File: src/rtl/serial_mult_ctrl.sv
// Bit-serial shift-and-add multiplier: one full-adder cell time-shared across all partial products.
// Optional ZERO_ROW_SKIP_EN: rows whose multiplier bit is 0 collapse to a single cycle.

module fulladder (
  input  logic A,
  input  logic B,
  input  logic Carry_in,
  output logic Sum,
  output logic Carry_out
);
  assign Sum       = A ^ B ^ Carry_in;
  assign Carry_out = (A & B) | (A & Carry_in) | (B & Carry_in);
endmodule

module serial_mult_ctrl #(
  parameter int unsigned WIDTH = 3
) (
  input  logic                 clk,
  input  logic                 rst,
  input  logic                 start,
  input  logic [WIDTH-1:0]     a,
  input  logic [WIDTH-1:0]     b,
  output logic                 busy,
  output logic                 done,
  output logic [2*WIDTH-1:0]   product
);
  localparam int unsigned PW = 2 * WIDTH;
  localparam int unsigned CW = $clog2(PW);
  localparam logic [CW-1:0] LastRow = CW'(WIDTH - 1);
  localparam logic [CW-1:0] RowSpan = CW'(WIDTH);

  typedef enum logic [1:0] {StIdle, StAdd, StDone} state_e;

  state_e            state_q, state_d;
  logic [WIDTH-1:0]  a_q, a_d, b_q, b_d;
  logic [PW-1:0]     acc_q, acc_d, product_q, product_d;
  logic              carry_q, carry_d;
  logic [CW-1:0]     row_q, row_d, col_q, col_d;

  logic [PW-1:0]     a_pad, b_pad;
  logic [CW-1:0]     offset;
  logic              last_col, skip_row, end_row;
  logic              fa_b, fa_sum, fa_cout;

  // Zero padding makes a_pad[WIDTH] read 0, which is the carry-only column of each row.
  assign a_pad    = {{WIDTH{1'b0}}, a_q};
  assign b_pad    = {{WIDTH{1'b0}}, b_q};
  assign offset   = col_q - row_q;
  assign last_col = (offset == RowSpan);
  assign fa_b     = a_pad[offset] & b_pad[row_q];

  fulladder u_fa (
    .A        (acc_q[col_q]),
    .B        (fa_b),
    .Carry_in (carry_q),
    .Sum      (fa_sum),
    .Carry_out(fa_cout)
  );

`ifdef ZERO_ROW_SKIP_EN
  assign skip_row = (col_q == row_q) && !b_pad[row_q];
`else
  assign skip_row = 1'b0;
`endif

  assign end_row = skip_row || last_col;

  always_comb begin
    state_d   = state_q;
    a_d       = a_q;
    b_d       = b_q;
    acc_d     = acc_q;
    product_d = product_q;
    carry_d   = carry_q;
    row_d     = row_q;
    col_d     = col_q;
    unique case (state_q)
      StIdle, StDone: begin
        if (start) begin
          a_d     = a;
          b_d     = b;
          acc_d   = '0;
          carry_d = 1'b0;
          row_d   = '0;
          col_d   = '0;
          state_d = StAdd;
        end else begin
          state_d = StIdle;
        end
      end
      StAdd: begin
        if (!skip_row) begin
          acc_d[col_q] = fa_sum;
          carry_d      = fa_cout;
        end
        if (end_row) begin
          // Carry out of the top column is provably zero, so dropping it is exact.
          carry_d = 1'b0;
          if (row_q == LastRow) begin
            product_d = acc_d;
            state_d   = StDone;
          end else begin
            row_d = row_q + 1'b1;
            col_d = row_q + 1'b1;
          end
        end else begin
          col_d = col_q + 1'b1;
        end
      end
      default: state_d = StIdle;
    endcase
  end

  always_ff @(posedge clk) begin
    if (rst) begin
      state_q   <= StIdle;
      a_q       <= '0;
      b_q       <= '0;
      acc_q     <= '0;
      product_q <= '0;
      carry_q   <= 1'b0;
      row_q     <= '0;
      col_q     <= '0;
    end else begin
      state_q   <= state_d;
      a_q       <= a_d;
      b_q       <= b_d;
      acc_q     <= acc_d;
      product_q <= product_d;
      carry_q   <= carry_d;
      row_q     <= row_d;
      col_q     <= col_d;
    end
  end

  assign busy    = (state_q == StAdd);
  assign done    = (state_q == StDone);
  assign product = product_q;

endmodule

File: config.mk
export PLATFORM = sky130hd
export DESIGN_NAME = serial_mult_ctrl
export DESIGN_NICKNAME = d
export VERILOG_FILES = /design/src/rtl/serial_mult_ctrl.sv
export SDC_FILE = /design/constraint.sdc
export NUM_CORES = 1
export LEC_CHECK = 0
export CORE_MARGIN = 5
export CORE_UTILIZATION = 59
export DETAILED_ROUTE_END_ITERATION = 10
export GPL_TIMING_DRIVEN = 0
export PLACE_DENSITY = 0.88
export SETUP_SLACK_MARGIN = 0.15
export SLEW_MARGIN = 20
export SYNTH_ARGS = -nofsm -noshare
export SYNTH_HDL_FRONTEND = slang
export SYNTH_SLANG_ARGS = --single-unit
File: constraint.sdc
create_clock -name clk -period 9.9 [get_ports clk]
set_input_delay 1.98 -clock clk [delete_from_list [all_inputs] [get_ports clk]]
set_output_delay 1.98 -clock clk [all_outputs]
set_load 0.02 [all_outputs]
## After elaboration in Yosys (flattened, before gate mapping)

Cells that the tools add are included.

| storage, ports and cells | value |
|---|---|
| register bits after elaboration | 27 |
| input bits | 9 |
| output and inout port bits | 8 |
| logic and storage cells | 66 |

| cells by class | value |
|---|---|
| add/subtract/negate cells | 3 |
| order comparisons | 4 |
| eq/ne operators | 9 |
| muxes and demuxes | 24 |
| bitwise operators | 8 |
| reduce and logical (&&, ||, !) cells | 10 |

Operators by type and width:

| operator | count |
|---|---|
| less-than comparator 3 x 4 -> 1 bit (second input constant) | 3 |
| two-way mux 3 bit | 4 |
| one-hot mux 3 bit (2 select lines) | 2 |
| one-hot mux 6 bit (2 select lines) | 1 |
| binary-select mux 1 bit (select 3 bit) | 3 |
| two-way mux 1 bit | 7 |
| adder 3 x 1 -> 3 bit (second input constant) | 2 |
| bitwise mux 6 bit | 1 |
| equality test 3 x 2 -> 1 bit (second input constant) | 2 |
| two-way mux 6 bit | 1 |
| AND reduction 2 bit | 3 |
| AND reduction 3 bit | 2 |
| bitwise AND 1 bit | 4 |
| two-way mux 2 bit | 2 |
| inequality test 2 x 1 -> 1 bit (second input constant) | 2 |
| inequality test 2 bit (second input constant) | 2 |
| one-hot mux 2 bit (2 select lines) | 1 |
| AND reduction 4 bit | 1 |
| demux 1 bit (select 3 bit) | 1 |
| greater-or-equal comparator 3 x 1 -> 1 bit (second input constant) | 1 |
| inequality test 3 bit (second input constant) | 1 |
| subtractor 3 bit | 1 |
| equality test 2 x 1 -> 1 bit (second input constant) | 1 |
| equality test 2 bit (second input constant) | 1 |
| 7 further kinds | 9 |

## Longest topological paths before layout

| depth | value |
|---|---|
| word-level depth | 9 |
| mapped depth | 12 |
| depth with buffers taken out | 11 |

## Modules after synthesis

Synthesis repeated with hierarchy kept, for this count alone.

| second synthesis, totals | value |
|---|---|
| cell total of the unflattened synthesis | 170 |
| area total of the unflattened synthesis | 1471.4 um2 |

Modules (own cells, without submodules):

| module | instances | cells an instance | area each (um2) | sequential area each (um2) |
|---|---|---|---|---|
| serial_mult_ctrl | 1 | 169 | 1451.4 | 540.5 |
| fulladder | 1 | 1 | 20.0 | 0.0 |

## Worst setup path after synthesis

No wires, ideal clock.

| timing | value |
|---|---|
| path kind | register to register |
| from | register col_q[0] |
| to | register acc_q[5] |
| setup time | 0.128 ns |
| data arrival time | 2.988 ns |
| data required time | 9.772 ns |
| setup slack | 6.785 ns |
| stages on the path, launching flop included | 13 |
| path buffers | 1 |
| clock period less this slack | 3.115 ns |
| cell sequence | dfxtp_1 -> clkbuf_1 -> inv_1 -> ha_1 -> inv_1 -> fa_1 -> mux2_1 -> a22oi_1 -> nor4_1 -> fa_1 -> mux2_1 -> a22oi_1 -> nor2_1 |

| on the way | value |
|---|---|
| cells in the longest elaborated chain, start to end | 8 |
| elaborated cells between the ends (all ways) | 15 |
| classes of those cells | add/sub: 1; order compare: 2; mux: 8; bitwise: 3; reduce/logical: 1 |

RTL lines:

| item | line | RTL |
|---|---|---|
| start: declaration | 38 | `logic [CW-1:0] row_q, row_d, col_q, col_d;` |
| start signal: assignment | 132 | `col_q <= col_d;` |
| subtractor 3 bit | 48 | `assign offset = col_q - row_q;` |
| binary-select mux 1 bit (select 3 bit) | 50 | `assign fa_b = a_pad[offset] & b_pad[row_q];` |
| two-way mux 1 bit (implied by the code) | 50 |  |
| bitwise AND 1 bit | 50 |  |
| XOR 1 bit (2 in a row) | 11 | `assign Sum = A ^ B ^ Carry_in;` |
| bitwise mux 6 bit * | 93 | `acc_d[col_q] = fa_sum;` |
| one-hot mux 6 bit (2 select lines) * | 77 | `unique case (state_q)` |
| end signal: assignment | 119 | `acc_q <= '0;` |
| end signal: assignment | 128 | `acc_q <= acc_d;` |
| end: declaration | 36 | `logic [PW-1:0] acc_q, acc_d, product_q, product_d;` |

Every way passes the cells marked *; elsewhere a longest branch is shown, timed or not. The select of a mux whose other input is x is not followed.
A chain may end at the register's enable or synchronous reset.

## Final worst setup path

| timing | value |
|---|---|
| from | register state_q[1] |
| to | output port busy |

| on the way | value |
|---|---|
| cells in the longest elaborated chain, start to end | 1 |

RTL lines:

| item | line | RTL |
|---|---|---|
| start: declaration | 34 | `state_e state_q, state_d;` |
| start signal: assignment | 116 | `state_q <= StIdle;` |
| start signal: assignment | 125 | `state_q <= state_d;` |
| equality test 2 x 1 -> 1 bit | 136 | `assign busy = (state_q == StAdd);` |
| end: declaration | 23 | `output logic busy,` |

No other way between the ends.

==> metrics.cfg <==
[run_status]
status=completed

[detailed_routing]
route.met2.wl_um=1638
drt-pass1-iter-count=4
final_antenna_net_count=0
met1_length_um=1395
drc=0
routed-wl-met3_um=227
dr_total_vias=1315
wirelength_um=3337
drt_iter0_drc=75
via_per_inst=6.060
top_layer=met4
post_drt_wl_per_cell_um=15.38

[placement]
gp_congestion=0.9287
placed_area_um2=1704
hpwl_um=2515
io_buffers=16

[final_layout]
final_common_cell=dfxtp_1
area_delta_synth_final_pct=15.20
final.fill_count=192
layout.nets=203
diodes=0
drive_above_1_share=0.06417
stdcell_area_um2=1735
final_cell_mix=27 x dfxtp_1, 16 x nor2_1, 16 x clkdlybuf4s50_1, 15 x nand2_1, 12 x a21oi_1

[cts]
postCtsHoldBufs=0
clk_latency_ns=0.35
cts_buffers=3
cts_resized=0
cts.htree.levels=1
clockBufferDepth=2
numClockSinks=27
cts.clk_slew.worst_paths_ns=0.15
cts-root-buf=clkbuf_4
cts_tree=done
cts_setup_buffers=0

[worst_setup_path]
critical_path.max_stage_delay_ns=0.69
cp_slowest_cell=clkdlybuf4s50_1
ff2ff_path_depth=12
start_kind=flop
crit_path_cell_trace=nand2b_1 > buf_6 > clkinv_1 > clkbuf_1 > clkdlybuf4s50_1
regToRegEndpoint=acc_q[5]
arrival_ns=2.13
rrSetupSlack_ns=6.25
critPathMaxFanout=10
crit_cells=5
path_delay_family=buffers and inverters
cp_num_buf_inv=4
worstSetupPathType=reg -> out
worstSetupEndpointType=output port
worstPathRequired_ns=7.92
r2r-start=col_q[0]

[pwr]
total_power_w=0.0001907
p_leak_nw=0.6200
p_clk_frac=0.280
combPwrFrac=0.128
seqPwrFrac=0.591
power_switching_w=0.00005307
p_int_w=0.0001376
peakVddDrop_v=0.0001114
swShare=0.2783
p_per_area_nw_per_um2=109.9

[min_path]
holdPathStages=2
hp-class=reg -> reg
worstHoldStart=b_q[0]
min_to=b_q[0]

[timing]
finalCritPeriodShare=0.4149
grt_setup_unrepaired=no
final-hold-violation-count=0
tightest_slew_ns=0.6668
fin_skew_ns=0.01423
relSlewSlack=0.5521
setup_viol=0
finalCriticalPeriod_ns=4.107
slew_viol_final=0
setup_tns_ns=0
fmax_mhz=243.5

[yosys]
synth_fp_nets=182
netlist_area_um2=1506
syn_area_per_cell_um2=9.021
synth_cell_type_count=44
syn_inst=167
async_flop_share=0
synth_flop_cell=dfxtp_1
ys_warn_count=0
synth_edf_count=0
ys_seq_area_frac=0.3588
synth_seq_cells=27

[grt]
grt_max_degree=18
grt_usage=0.2107
grt.overflow.total=0
grt_pass1_wl_um=5830
grt_antenna_before_repair=0
grt_pass1_vias=1288

[floorplanning]
die_height_um=60.53
boundaryPins=17
die_w_um=60.53
core_um2=2455
num_rows=18
start_util=0.6137
die_area_um2=3664

[flow_run]
drv_cap=0

[tightest hold or removal path, stage by stage (launching register included)]
cell and delay, ns:
dfxtp_1 0.34, nand2_1 0.05, a21oi_1 0.05
[flip-flops by register name, summed over array words and instances, names as in the netlist]
name / count
product: 6
b_q: 3
a_q: 3
acc_q: 6
state_q: 2
carry_q: 1
row_q: 3
col_q: 3
[cell usage after synthesis, types with 2 or more instances]
master | number | area, um2
nand3_1 | 2 | 10.01
nand3b_1 | 4 | 30.03
nand2b_1 | 4 | 25.02
fa_1 | 2 | 40.04
inv_1 | 5 | 18.77
nor3b_1 | 4 | 30.03
and2_1 | 5 | 31.28
a22oi_1 | 4 | 30.03
o2bb2ai_1 | 3 | 26.28
nor3_1 | 2 | 10.01
clkbuf_1 | 8 | 30.03
nand4_1 | 3 | 18.77
nor2b_1 | 5 | 31.28
mux2_1 | 4 | 45.04
a211oi_1 | 3 | 22.52
nand2_1 | 15 | 56.30
mux2i_1 | 8 | 80.08
a31oi_1 | 4 | 25.02
nor2_1 | 16 | 60.06
a21oi_1 | 12 | 60.06
o21ai_1 | 2 | 10.01
dfxtp_1 | 27 | 540.5
ha_1 | 4 | 50.05
[power groups by stage]
stage	logic, W	registers, W	clock network [W]
6_report	0.0000245	0.000113	0.0000534
5_1_grt	0.0000266	0.000113	0.0000602
4_1_cts	0.0000243	0.000113	0.0000532
3_5_place_dp	0.0000241	0.000115	0
3_3_place_gp	0.0000236	0.000115	0
2_1_floorplan	0.0000159	0.000115	0
[kinds of logic (layout without fill, tap and decap cells)]
group           count (synthesis)  after routing  share of synthesized area
xor+xnor                        4              4                    0.04817
buf+inv                        17             37                    0.05066
fa+ha+maj                       6              6                    0.05980
compound gates                 38             38                     0.1761
flops                          27             27                     0.3588
simple gates                   63             63                     0.2234
mux                            12             12                    0.08306
[final cells by class]
class,instances,area [um2],share of cell area
Multi-Input combinational cell,123,889.6,0.5126
Sequential cell,27,540.5,0.3115
Timing Repair Buffer,16,160.2,0.09229
Buffer,11,53.80,0.03100
Tap cell,30,37.54,0.02163
Clock buffer,3,22.52,0.01298
Inverter,6,22.52,0.01298
Clock inverter,1,8.758,0.005047
[stage by stage]
step / instances / hold slack (ns) / setup slack [ns] / util
after floorplan: 167 / 0.4322 / 6.785 / -
after global placement: 213 / 0.4443 / 6.226 / 0.6942
after detailed placement: 213 / 0.4474 / 6.190 / 0.6942
after CTS: 217 / 0.4662 / 5.812 / 0.7069
after global routing: 217 / 0.5007 / 5.678 / 0.7069
final: 217 / 0.4662 / 5.793 / 0.7069
[worst max-delay path by stage]
stage	startpoint	end	slack (ns)
2_1_floorplan	col_q[0]	acc_q[5]	6.78
3_3_place_gp	state_q[1]	busy	6.23
3_5_place_dp	state_q[1]	busy	6.19
4_1_cts	state_q[1]	busy	5.81
5_1_grt	state_q[0]	busy	5.68
6_report	state_q[1]	busy	5.79
[layer usage]
layer | vias to the layer above | track usage
met3 | 7 | 0.02553
met2 | 50 | 0.3704
met5 | - | 0
met4 | 0 | 0.08978
li1 | 638 | -
met1 | 620 | 0.2598
Power figures use the tool's default switching activity.
